[src/rtl/register_read_stage.sv]
// register_read_stage: register-read pipeline stage feeding execute.
// Owns the 16x32 architectural register file, resolves operands and
// detects RAW hazards. Instructions leave through the registered rr_* outputs.
// Optional feature macro RR_OPFWD_EN:
//   defined   -> operands are forwarded from the execute and memory stages.
//   undefined -> there is no exec/mem forwarding. A pending-write scoreboard
//                stalls dependent instructions until their writeback.
module register_read_stage #(
  parameter int NREGS = 16,
  parameter int XLEN  = 32,
  localparam int IW   = $clog2(NREGS)
) (
  input  logic            i_clk,
  input  logic            i_reset_n,
  input  logic            dec_valid,
  output logic            rr_ready,
  input  logic [XLEN-1:0] dec_pc,
  input  logic [5:0]      dec_op,
  input  logic [7:0]      dec_altop,
  input  logic [IW-1:0]   dec_rd,
  input  logic [IW-1:0]   dec_rs,
  input  logic [IW-1:0]   dec_rt,
  input  logic            dec_rs_used,
  input  logic            dec_rt_used,
  input  logic [XLEN-1:0] dec_imm32,
  input  logic            exec_stall,
  input  logic            exec_flush,
  input  logic [IW-1:0]   exec_of_reg,
  input  logic [XLEN-1:0] exec_of_val,
  input  logic            exec_of_load,
  input  logic [IW-1:0]   mem_of_reg,
  input  logic [XLEN-1:0] mem_of_val,
  input  logic            wb_we,
  input  logic [IW-1:0]   wb_reg,
  input  logic [XLEN-1:0] wb_val,
  output logic [XLEN-1:0] rr_pc,
  output logic [5:0]      rr_op,
  output logic [7:0]      rr_altop,
  output logic [IW-1:0]   rr_rd,
  output logic [XLEN-1:0] rr_rs_val,
  output logic [XLEN-1:0] rr_rt_val,
  output logic [XLEN-1:0] rr_imm32
);

  logic [XLEN-1:0] regs [NREGS];
  logic [XLEN-1:0] rs_val;
  logic [XLEN-1:0] rt_val;
  logic            load_use;
  logic            hazard;
  logic            latch_dec;

  // Load in execute whose result a used source needs: one bubble until it reaches mem
  assign load_use = dec_valid && exec_of_load && (exec_of_reg != '0) &&
                    ((dec_rs_used && (dec_rs == exec_of_reg)) ||
                     (dec_rt_used && (dec_rt == exec_of_reg)));

`ifdef RR_OPFWD_EN
  assign hazard = load_use;
`else
  logic [NREGS-1:0] pending;
  logic [NREGS-1:0] pending_next;
  logic             rs_wait;
  logic             rt_wait;
  logic             unused_fwd_inputs;

  // A same-cycle writeback of the awaited register satisfies the source via write-through
  assign rs_wait = dec_rs_used && (dec_rs != '0) && pending[dec_rs] &&
                   !(wb_we && (wb_reg == dec_rs));
  assign rt_wait = dec_rt_used && (dec_rt != '0) && pending[dec_rt] &&
                   !(wb_we && (wb_reg == dec_rt));
  assign hazard  = load_use || (dec_valid && (rs_wait || rt_wait));
  assign unused_fwd_inputs = ^{exec_of_val, mem_of_reg, mem_of_val};

  // Clear on writeback first, so a newly latched writer of the same register stays pending
  always_comb begin
    pending_next = pending;
    if (wb_we) pending_next[wb_reg] = 1'b0;
    if (latch_dec && (dec_rd != '0)) pending_next[dec_rd] = 1'b1;
  end

  // Scoreboard register; flushes leave it alone since older instructions still retire
  always_ff @(posedge i_clk or negedge i_reset_n) begin
    if (!i_reset_n) pending <= '0;
    else            pending <= pending_next;
  end
`endif

  assign latch_dec = dec_valid && !exec_stall && !exec_flush && !hazard;
  assign rr_ready  = i_reset_n && !exec_stall && !hazard;

  // rs operand: exec forward, then mem forward, then write-through, then regfile; r0 is zero
  always_comb begin
    rs_val = regs[dec_rs];
    if (wb_we && (wb_reg == dec_rs)) rs_val = wb_val;
`ifdef RR_OPFWD_EN
    if (mem_of_reg == dec_rs) rs_val = mem_of_val;
    if (exec_of_reg == dec_rs) rs_val = exec_of_val;
`endif
    if (dec_rs == '0) rs_val = '0;
  end

  // rt operand: same priority as rs
  always_comb begin
    rt_val = regs[dec_rt];
    if (wb_we && (wb_reg == dec_rt)) rt_val = wb_val;
`ifdef RR_OPFWD_EN
    if (mem_of_reg == dec_rt) rt_val = mem_of_val;
    if (exec_of_reg == dec_rt) rt_val = exec_of_val;
`endif
    if (dec_rt == '0) rt_val = '0;
  end

  // Register file write port; writebacks land even while execute stalls or flushes
  always_ff @(posedge i_clk or negedge i_reset_n) begin
    if (!i_reset_n) begin
      for (int i = 0; i < NREGS; i++) regs[i] <= '0;
    end else if (wb_we && (wb_reg != '0)) begin
      regs[wb_reg] <= wb_val;
    end
  end

  // Pipeline register into execute: hold on stall, else latch or insert a bubble
  always_ff @(posedge i_clk or negedge i_reset_n) begin
    if (!i_reset_n) begin
      rr_pc     <= '0;
      rr_op     <= '0;
      rr_altop  <= '0;
      rr_rd     <= '0;
      rr_rs_val <= '0;
      rr_rt_val <= '0;
      rr_imm32  <= '0;
    end else if (!exec_stall) begin
      if (latch_dec) begin
        rr_pc     <= dec_pc;
        rr_op     <= dec_op;
        rr_altop  <= dec_altop;
        rr_rd     <= dec_rd;
        rr_rs_val <= rs_val;
        rr_rt_val <= rt_val;
        rr_imm32  <= dec_imm32;
      end else begin
        rr_pc     <= '0;
        rr_op     <= '0;
        rr_altop  <= '0;
        rr_rd     <= '0;
        rr_rs_val <= '0;
        rr_rt_val <= '0;
        rr_imm32  <= '0;
      end
    end
  end

endmodule

[config.mk]
export PLATFORM = sky130hd
export DESIGN_NAME = register_read_stage
export DESIGN_NICKNAME = d
export VERILOG_FILES = /design/src/rtl/register_read_stage.sv
export SDC_FILE = /design/constraint.sdc
export NUM_CORES = 1
export LEC_CHECK = 0
export ABC_AREA = 1
export BUFFER_PORTS_ARGS = -buffer_cell sky130_fd_sc_hd__buf_4
export CORE_UTILIZATION = 40
export CTS_CLUSTER_DIAMETER = 150
export DETAILED_ROUTE_END_ITERATION = 8
export GPL_TIMING_DRIVEN = 1
export SLEW_MARGIN = 20
export SYNTH_ARGS = -nofsm -noshare
export SYNTH_HDL_FRONTEND = slang
export SYNTH_SLANG_ARGS = --single-unit
[constraint.sdc]
create_clock -name i_clk -period 4.4 [get_ports i_clk]
set_input_delay 0.22 -clock i_clk [delete_from_list [all_inputs] [get_ports i_clk]]
set_output_delay 0.22 -clock i_clk [all_outputs]
set_load 0.01 [all_outputs]
# Word level (Yosys, flattened, before mapping)

Index checks and enable logic that the tools add are counted.

Logic and storage cells: 113
Bits in latches: 0
Register bits: 674
Bits in read-only memories: 0
RAM bits: 0
Output and inout bits: 147
Memories: 0

Equality and inequality tests: 4
Div/mod/pow operators: 0
Reduce and logical (&&, ||, !) cells: 39
Add/sub/neg operators: 0
Mux-type cells: 30
Shift operators: 0
Magnitude comparators: 10
Bitwise logic cells: 6
Multiply operators: 0

Operators with widths:

| kind               | number |
|---|---|
| $bwmux 512         | 1 |
| $mux 32            | 13 |
| $bmux 32 s4        | 2 |
| $demux 32 s4       | 1 |
| $mux 16            | 2 |
| $logic_and 1x1->1  | 24 |
| $lt 4x5->1 const B | 4 |
| $reduce_bool 4->1  | 5 |
| $and 16x16->16     | 1 |
| $eq 4x4->1         | 4 |
| $not 16->16        | 1 |
| $or 16x16->16      | 1 |
| $ge 5x5->1 const B | 3 |
| $not 4->5          | 3 |
| $bmux 1 s4         | 2 |
| $demux 1 s4        | 2 |
| $ge 4x1->1 const B | 2 |
| $logic_not 4->1    | 2 |
| $mux 8             | 1 |
| $mux 6             | 1 |
| $logic_not 1->1    | 5 |
| $lt 5x1->1 const B | 1 |
| $mux 1             | 4 |
| $mux 4             | 1 |
| $logic_or 1x1->1   | 3 |

# Depth between registers and ports, before layout

Gate-level depths: netlist (run 1).

Depth after elaboration: 11
Depth in mapped cells: 17
Mapped depth without buffers: 13

# Worst setup path before layout (run 1)

OpenSTA, ideal clock, no wires.

Path kind: input -> output
From: input port dec_rt[2]
To: output port rr_ready
Arrival time: 1.676 ns
Setup slack: 2.504 ns
Stages on the path: 14
Data required time: 4.180 ns
Path through: buf_2 > inv_2 > nand2_1 > nor3_2 > nor2_1 > nand2_1 > inv_1 > nand2_1 > nand2_1 > a21boi_2 > buf_6 > buf_6 > nand2_1 > nor2_1

Word-level cells in the longest chain between the ends: 9

RTL lines:

| what                                                        | line   | source |
|---|---|---|
| start, declared                                             | 22     | `input logic [IW-1:0] dec_rt,` |
| $bmux 1 s4, or another cell as far along                    | 69     | `assign rt_wait = dec_rt_used && (dec_rt != '0) && pending[dec_rt] &&` |
| $mux 1 (implied by the code), or another cell as far along  | 69     |  |
| $logic_and 1x1->1 / $logic_not 1->1 (equally long branches) | 69, 70 |  |
| $logic_and 1x1->1                                           | 69     |  |
| $logic_or 1x1->1                                            | 71     | `assign hazard = load_use \|\| (dec_valid && (rs_wait \|\| rt_wait));` |
| $logic_and 1x1->1                                           | 71     |  |
| $logic_or 1x1->1 (*)                                        | 71     |  |
| $logic_not 1->1 (*)                                         | 89     | `assign rr_ready = i_reset_n && !exec_stall && !hazard;` |
| $logic_and 1x1->1 (*)                                       | 89     |  |
| end, declared                                               | 16     | `output logic rr_ready,` |

Mark *: on every way between the ends. The rest lies on a longest branch, timed or not. The select of a mux whose other input is x is not followed.

# Worst setup path after layout (run 1)

Same ends and word-level chain as after synthesis.

==> results.py, run 1 <==
metrics = {
    "status": {
        "status": "finished, final reports clean",
    },
    "yosys": {
        "yosysSeqAreaShare_pct": 48.0,
        "synth_top_family_by_area": "simple AND/OR/NAND/NOR gates",
        "synthMuxAreaShare_pct": 0,
        "synth_seq_cells": 674,
        "synthAdderAreaFrac_pct": 0,
        "synth-edff-count": 0,
        "synthXorXnorAreaFrac_pct": 0.125,
        "syn_inst": 4711,
        "postSynthAreaPerCell_um2": 7.46,
        "yosys_warnings": 0,
        "syn_nets": 4918,
        "yosysTopAreaCellShare_pct": 48.0,
        "synth_common_cells": "1,242 x nand2_1, 783 x o21ai_0, 674 x dfrtp_1",
        "synthFlopType": "dfrtp_1",
        "synth_compound_area_share_pct": 21.1,
        "synth_cell_type_count": 32,
        "yosysMostFrequentCell": "nand2_1",
        "netlist_top_cells_area": "dfrtp_1 48%, nand2_1 13%, o21ai_0 11%",
        "synth_top_cell_by_area": "dfrtp_1",
        "synth_area_um2": 35100,
        "async_flop_share_pct": 100,
        "synthSimpleGateAreaFrac_pct": 21.9,
    },
    "critical_path": {
        "r2r_setup_slack_ns": 2.11,
        "crit_path_end": "rr_ready",
        "cp-start-kind": "input port",
        "worst_setup_path_end_kind": "output port",
        "reg2reg_to": "rr_rs_val[21]$_DFFE_PN0N_",
        "r2r-start": "pending[11]$_DFF_PN0_",
        "critPathKind": "in -> out",
        "arrival_ns": 3.01,
        "reg2reg_depth": 12,
        "crit_start": "dec_rt[2]",
        "required_ns": 4.18,
        "path_max_fanout": 147,
    },
    "timing": {
        "relSlewSlack_pct": 21.4,
        "rsz0062_at_grt": "false",
        "setup_viol": 0,
        "worst_pin_slew_ns": 1.18,
        "max_freq_mhz": 310,
        "final-max-slew-violation-count": 0,
        "finalHoldViolCount": 0,
        "fin_crit_sh_pct": 73.3,
        "layout_min_cycle_time_ns": 3.23,
        "setup_tns_ns": 0,
        "skew_ns": 0.0394,
    },
    "route": {
        "finalWirelength_um": 134000,
        "drt_iter0_drc": 3806,
        "vias": 33900,
        "postRouteAntennaNets": 0,
        "drc": 0,
        "drt_pass1_iterations": 6,
        "post_drt_wl_per_cell_um": 22.2,
        "viasPerCell": 5.59,
    },
    "layout": {
        "area_growth_pct": 18.8,
        "layout-drive-gt1-share_pct": 10.9,
        "fin_area_um2": 41700,
        "fin_nets": 5044,
    },
    "cts": {
        "ctsResizeCount": 0,
        "htree_levels": 3,
        "cts_made_buffers": 79,
        "clk_pin_slew_ns": 0.06,
        "ctsRootBufferMaster": "clkbuf_16",
        "clk_path_buf_depth": 3,
        "cts_tree": "done",
        "clk-insertion-delay-late_ns": 0.65,
        "clock_sinks": 674,
    },
    "hold_path": {
        "hp-start": "wb_we",
        "holdCritPathClass": "in -> reg",
    },
    "global_routing": {
        "overflow": 0,
        "antenna_found_initial": 4,
        "grt_max_degree": 167,
        "grt_pass1_wl_um": 203000,
        "track_usage_pct": 29.8,
        "grt_pass1_vias": 31900,
    },
    "placed_design": {
        "placed_area_um2": 37800,
        "io_buffers": 285,
        "dp_hpwl_um": 81800,
        "gp_congestion": 0.875,
    },
    "floorplanning": {
        "floorplan.die.width_um": 298,
        "start_util_pct": 40.4,
        "chipHeight_um": 298,
        "dieArea_um2": 89000,
        "num_rows": 108,
        "core_um2": 86900,
        "top_level_ports": 354,
    },
    "power_and_ir_drop": {
        "powerDensity_nw_per_um2": 444,
        "leakage_nw": 19.7,
        "peakVddDrop_uv": 339,
    },
    "flow_run": {
        "maxCapViolCount": 0,
    },
}
## flip-flops by register name, summed over array words and instances (netlist names)
signal,flops
pending,16
rr_rd,4
regs,512
rr_rt_val,32
rr_op,6
rr_rs_val,32
rr_altop,8
rr_imm32,32
rr_pc,32
## routing by layer
layer | global-route usage [%] | share of wire, % | vias up
met4 | 15.5 | 5.3 | 4
li1 | - | - | 15800
met1 | 41.5 | 43 | 16200
met2 | 44.4 | 44 | 1546
met3 | 5.09 | 8.4 | 314
met5 | 0 | 0.021 | -
## per-stage QoR
step | util [%] | hold WS, ns | power [mW] | instances | worst slack, ns
6_report | 48.0 | 0.0776 | 18.5 | 6059 | 1.17
5_1_grt | 48.0 | 0.0967 | 19.4 | 6057 | 0.972
4_1_cts | 48.0 | 0.0477 | 18.6 | 6057 | 1.24
3_5_place_dp | 43.5 | 0.324 | 11.5 | 5796 | 1.24
3_3_place_gp | 43.5 | 0.332 | 11.4 | 5796 | 1.17
2_1_floorplan | - | -0.0756 | 10.2 | 4711 | 2.50
## critical path, cell delays in order
cell and delay [ns]:
buf_4 0.36, inv_2 0.36, nand2_1 0.23, inv_1 0.27, nand2_1 0.15, nand2_1 0.05, inv_1 0.04, nand2_1 0.04
nand2_1 0.05, nand2_1 0.11, a21boi_4 0.18, buf_12 0.47, nand2_1 0.12, nor2_1 0.11, buf_4 0.14
## cells by family (layout without fill, tap and decap cells)
logic type | count (synthesis) | in the layout
AND/OR/NAND/NOR | 1892 | 1892
XOR/XNOR | 5 | 5
buffers and inverters | 759 | 950
flip-flops | 674 | 674
other | 0 | 2
AO/OA/AOI/OAI | 1381 | 1381
## area by class of cell
type | count | area, um2
Clock buffer | 123 | 2460
Sequential cell | 674 | 16900
Fill cell | 8526 | 45100
Antenna cell | 2 | 5.00
Timing Repair Buffer | 480 | 4130
Multi-Input combinational cell | 3278 | 15300
Clock inverter | 23 | 302
Inverter | 324 | 1220
Tap cell | 1155 | 1450
## how the worst min path moves through the flow
stage	slack [ns]	endpoint	cells after the start
after floorplan	-0.08	pending[0]$_DFF_PN0_	0
after detailed placement	0.32	rr_altop[7]$_DFFE_PN0N_	1
after global routing	0.1	pending[0]$_DFF_PN0_	4
final	0.08	pending[0]$_DFF_PN0_	4
after global placement	0.33	rr_altop[7]$_DFFE_PN0N_	1
after CTS	0.05	pending[0]$_DFF_PN0_	4
## placed cells by master (no fill, tap or decap), types with 4 or more instances in the layout
| cell type | count |
|---|---|
| nand2_1 | 1242 |
| o21ai_0 | 783 |
| dfrtp_1 | 674 |
| nand3_1 | 377 |
| a21oi_1 | 376 |
| buf_4 | 343 |
| inv_1 | 308 |
| nor2_1 | 208 |
| o211ai_1 | 120 |
| dlygate4sd3_1 | 115 |
| clkbuf_16 | 80 |
| a22oi_1 | 64 |
| nand4_1 | 40 |
| clkbuf_8 | 30 |
| buf_12 | 17 |
| nor2_4 | 16 |
| o21ai_1 | 16 |
| o21bai_1 | 15 |
| clkbuf_1 | 13 |
| inv_2 | 10 |
| clkinv_2 | 10 |
| clkinv_1 | 5 |
| bufinv_16 | 5 |
| xnor2_1 | 4 |
## what timing repair did
action	CTS	global route
hold buffers	115	0
endpoints found under the setup margin	0	0
setup buffers	0	0
hold endpoints to repair	422	0
## power breakdown
part | leakage [nW] | total (mW) | switching [mW] | internal (mW)
registers | 8.46 | 7.89 | 0.586 | 7.31
logic | 9.90 | 3.67 | 2.39 | 1.28
clock network | 1.37 | 6.96 | 2.80 | 4.16
(Power assumes the default switching activity.)
==> run 2: changes to the inputs <==
Clock period 4.4 ns to 3.03 ns, I/O delays scaled along.
==> results.py, run 2 (synthesized netlist as in run 1, its figures left out) <==
metrics = {
    "status": {
        "status": "finished, final reports clean",
    },
    "power_and_ir_drop": {
        "leakage_nw": 20.0,
        "peakVddDrop_uv": 484,
        "powerDensity_nw_per_um2": 628,
        "combinationalPowerShare_pct": 20.6,
        "p_sw_mw": 8.28,
        "clkPwrFrac_pct": 36.3,
        "netSwitchingFraction_pct": 31.2,
        "internal-power_mw": 18.3,
        "power_frac_seq_pct": 43.2,
    },
    "cts": {
        "clock_sinks": 674,
        "ctsResizeCount": 0,
        "cts_tree": "done",
        "cts_made_buffers": 78,
        "htree_levels": 3,
        "clk_path_buf_depth": 3,
        "clk_pin_slew_ns": 0.06,
        "ctsRootBufferMaster": "clkbuf_16",
        "clk-insertion-delay-late_ns": 0.63,
    },
    "global_routing": {
        "antenna_found_initial": 3,
        "grt_pass1_wl_um": 205000,
        "overflow": 0,
        "grt_pass1_vias": 32600,
        "grt_max_degree": 132,
        "track_usage_pct": 30.1,
    },
    "hold_path": {
        "holdCritPathClass": "in -> reg",
        "hold_depth": 5,
        "hp-start": "wb_reg[0]",
    },
    "route": {
        "finalWirelength_um": 135000,
        "drc": 0,
        "vias": 34200,
        "viasPerCell": 5.61,
        "wl_met3_um": 11900,
        "drt_iter0_drc": 4271,
        "dr.max_layer_used": "met5",
        "dr_wl_met2_um": 60100,
        "post_drt_wl_per_cell_um": 22.1,
        "postRouteAntennaNets": 0,
        "drt_pass1_iterations": 6,
        "drt-met1-wl_um": 56100,
    },
    "timing": {
        "skew_ns": 0.0227,
        "rsz0062_at_grt": "false",
        "fin_hold_ws_ns": 0.0281,
        "max_freq_mhz": 365,
        "final-max-slew-violation-count": 0,
        "relSlewSlack_pct": 29.4,
        "fin_crit_sh_pct": 90.4,
        "setup_tns_ns": 0,
        "layout_min_cycle_time_ns": 2.74,
        "worst_pin_slew_ns": 1.06,
        "setup_viol": 0,
        "finalHoldViolCount": 0,
    },
    "placed_design": {
        "io_buffers": 285,
        "placed_area_um2": 38500,
        "dp_hpwl_um": 83500,
        "gp_congestion": 0.873,
    },
    "floorplanning": {
        "dieArea_um2": 89000,
        "core_um2": 86900,
        "start_util_pct": 40.4,
        "chipHeight_um": 298,
        "num_rows": 108,
        "floorplan.die.width_um": 298,
        "top_level_ports": 354,
    },
    "critical_path": {
        "critPathKind": "in -> reg",
        "reg2reg_depth": 14,
        "crit_start": "wb_we",
        "path_max_fanout": 45,
        "required_ns": 3.60,
        "r2r-start": "pending[9]$_DFF_PN0_",
        "worst_setup_path_end_kind": "flip-flop",
        "arrival_ns": 3.31,
        "cp-start-kind": "input port",
    },
    "layout": {
        "layout_common_cells": "1,242 x nand2_1, 783 x o21ai_0, 674 x dfrtp_1",
        "max_flop_register": "regs",
        "area_growth_pct": 20.4,
        "largest_register_ff_count": 512,
        "fin_nets": 5093,
        "layout-drive-gt1-share_pct": 11.4,
        "fin_area_um2": 42300,
        "final_common_cell": "nand2_1",
    },
    "flow_run": {
        "maxCapViolCount": 0,
    },
}
[run 2: changes by cell type in the layout (fill, tap and decap cells not counted), moves of 3 or more]
cell	change
clkbuf_8	-13
buf_12	+29
dlygate4sd3_1	+6
clkbuf_1	+3
buf_4	+15
[run 2: cell type report]
type | count | area, um2
fill | 8413 | 44600
sequential | 674 | 16900
multi-input combinational | 3278 | 15300
timing repair buffer | 530 | 4890
clock buffer | 112 | 2270
tap | 1155 | 1450
inverter | 324 | 1220
clock inverter | 21 | 288
antenna | 2 | 5.00
[run 2: repair_timing]
action                    CTS  global route
hold buffers              121             0
buffers inserted            0             0
hold endpoints to repair  715             0
[run 2: worst paths after layout]
path	end	slack, ns
worst max-delay path	rr_rd[2]$_DFFE_PN0N_	0.29
worst min-delay path	pending[0]$_DFF_PN0_	0.03
worst min register to register	regs[485]$_DFFE_PN0P_	0.39
worst max register to register	rr_rd[2]$_DFFE_PN0N_	0.45
min in group asynchronous	rr_altop[3]$_DFFE_PN0N_	0.04
max in group asynchronous	regs[176]$_DFFE_PN0P_	1.93
[run 2: power by group through the flow]
stage / logic [mW] / clock network (mW) / registers (mW)
floorplan: 3.31 / 0 / 11.4
global placement: 5.17 / 0 / 11.5
detailed placement: 5.27 / 0 / 11.6
CTS: 5.43 / 9.80 / 11.4
global route: 6.12 / 10.2 / 11.6
finish: 5.46 / 9.64 / 11.5
[run 2: critical path: stages]
cell and delay (ns):
dlygate4sd3_1 0.55, buf_4 0.15, o21ai_0 0.08, nor2_1 0.14, nand3_2 0.36, nand2_1 0.18
inv_1 0.05, nand2_1 0.06, nand2_1 0.13, a21boi_4 0.32, buf_12 0.26, buf_4 0.18
nand3_1 0.06, nand2_1 0.07, dlygate4sd3_1 0.54
[run 2: routing by layer]
metal | global-route usage [%] | vias up
li1 | - | 15900
met1 | 41.1 | 16300
met2 | 46.0 | 1607
met3 | 5.80 | 325
met4 | 13.9 | 6
met5 | 0 | -
[run 2: metrics by stage]
step / instances / setup WS (ns) / utilization (%) / power [mW]
floorplan: 4711 / 1.27 / - / 14.7
global placement: 5840 / 0.397 / 44.3 / 16.7
detailed placement: 5840 / 0.392 / 44.3 / 16.8
CTS: 6094 / 0.319 / 48.7 / 26.7
global route: 6094 / 0.124 / 48.7 / 27.9
finish: 6096 / 0.292 / 48.7 / 26.6
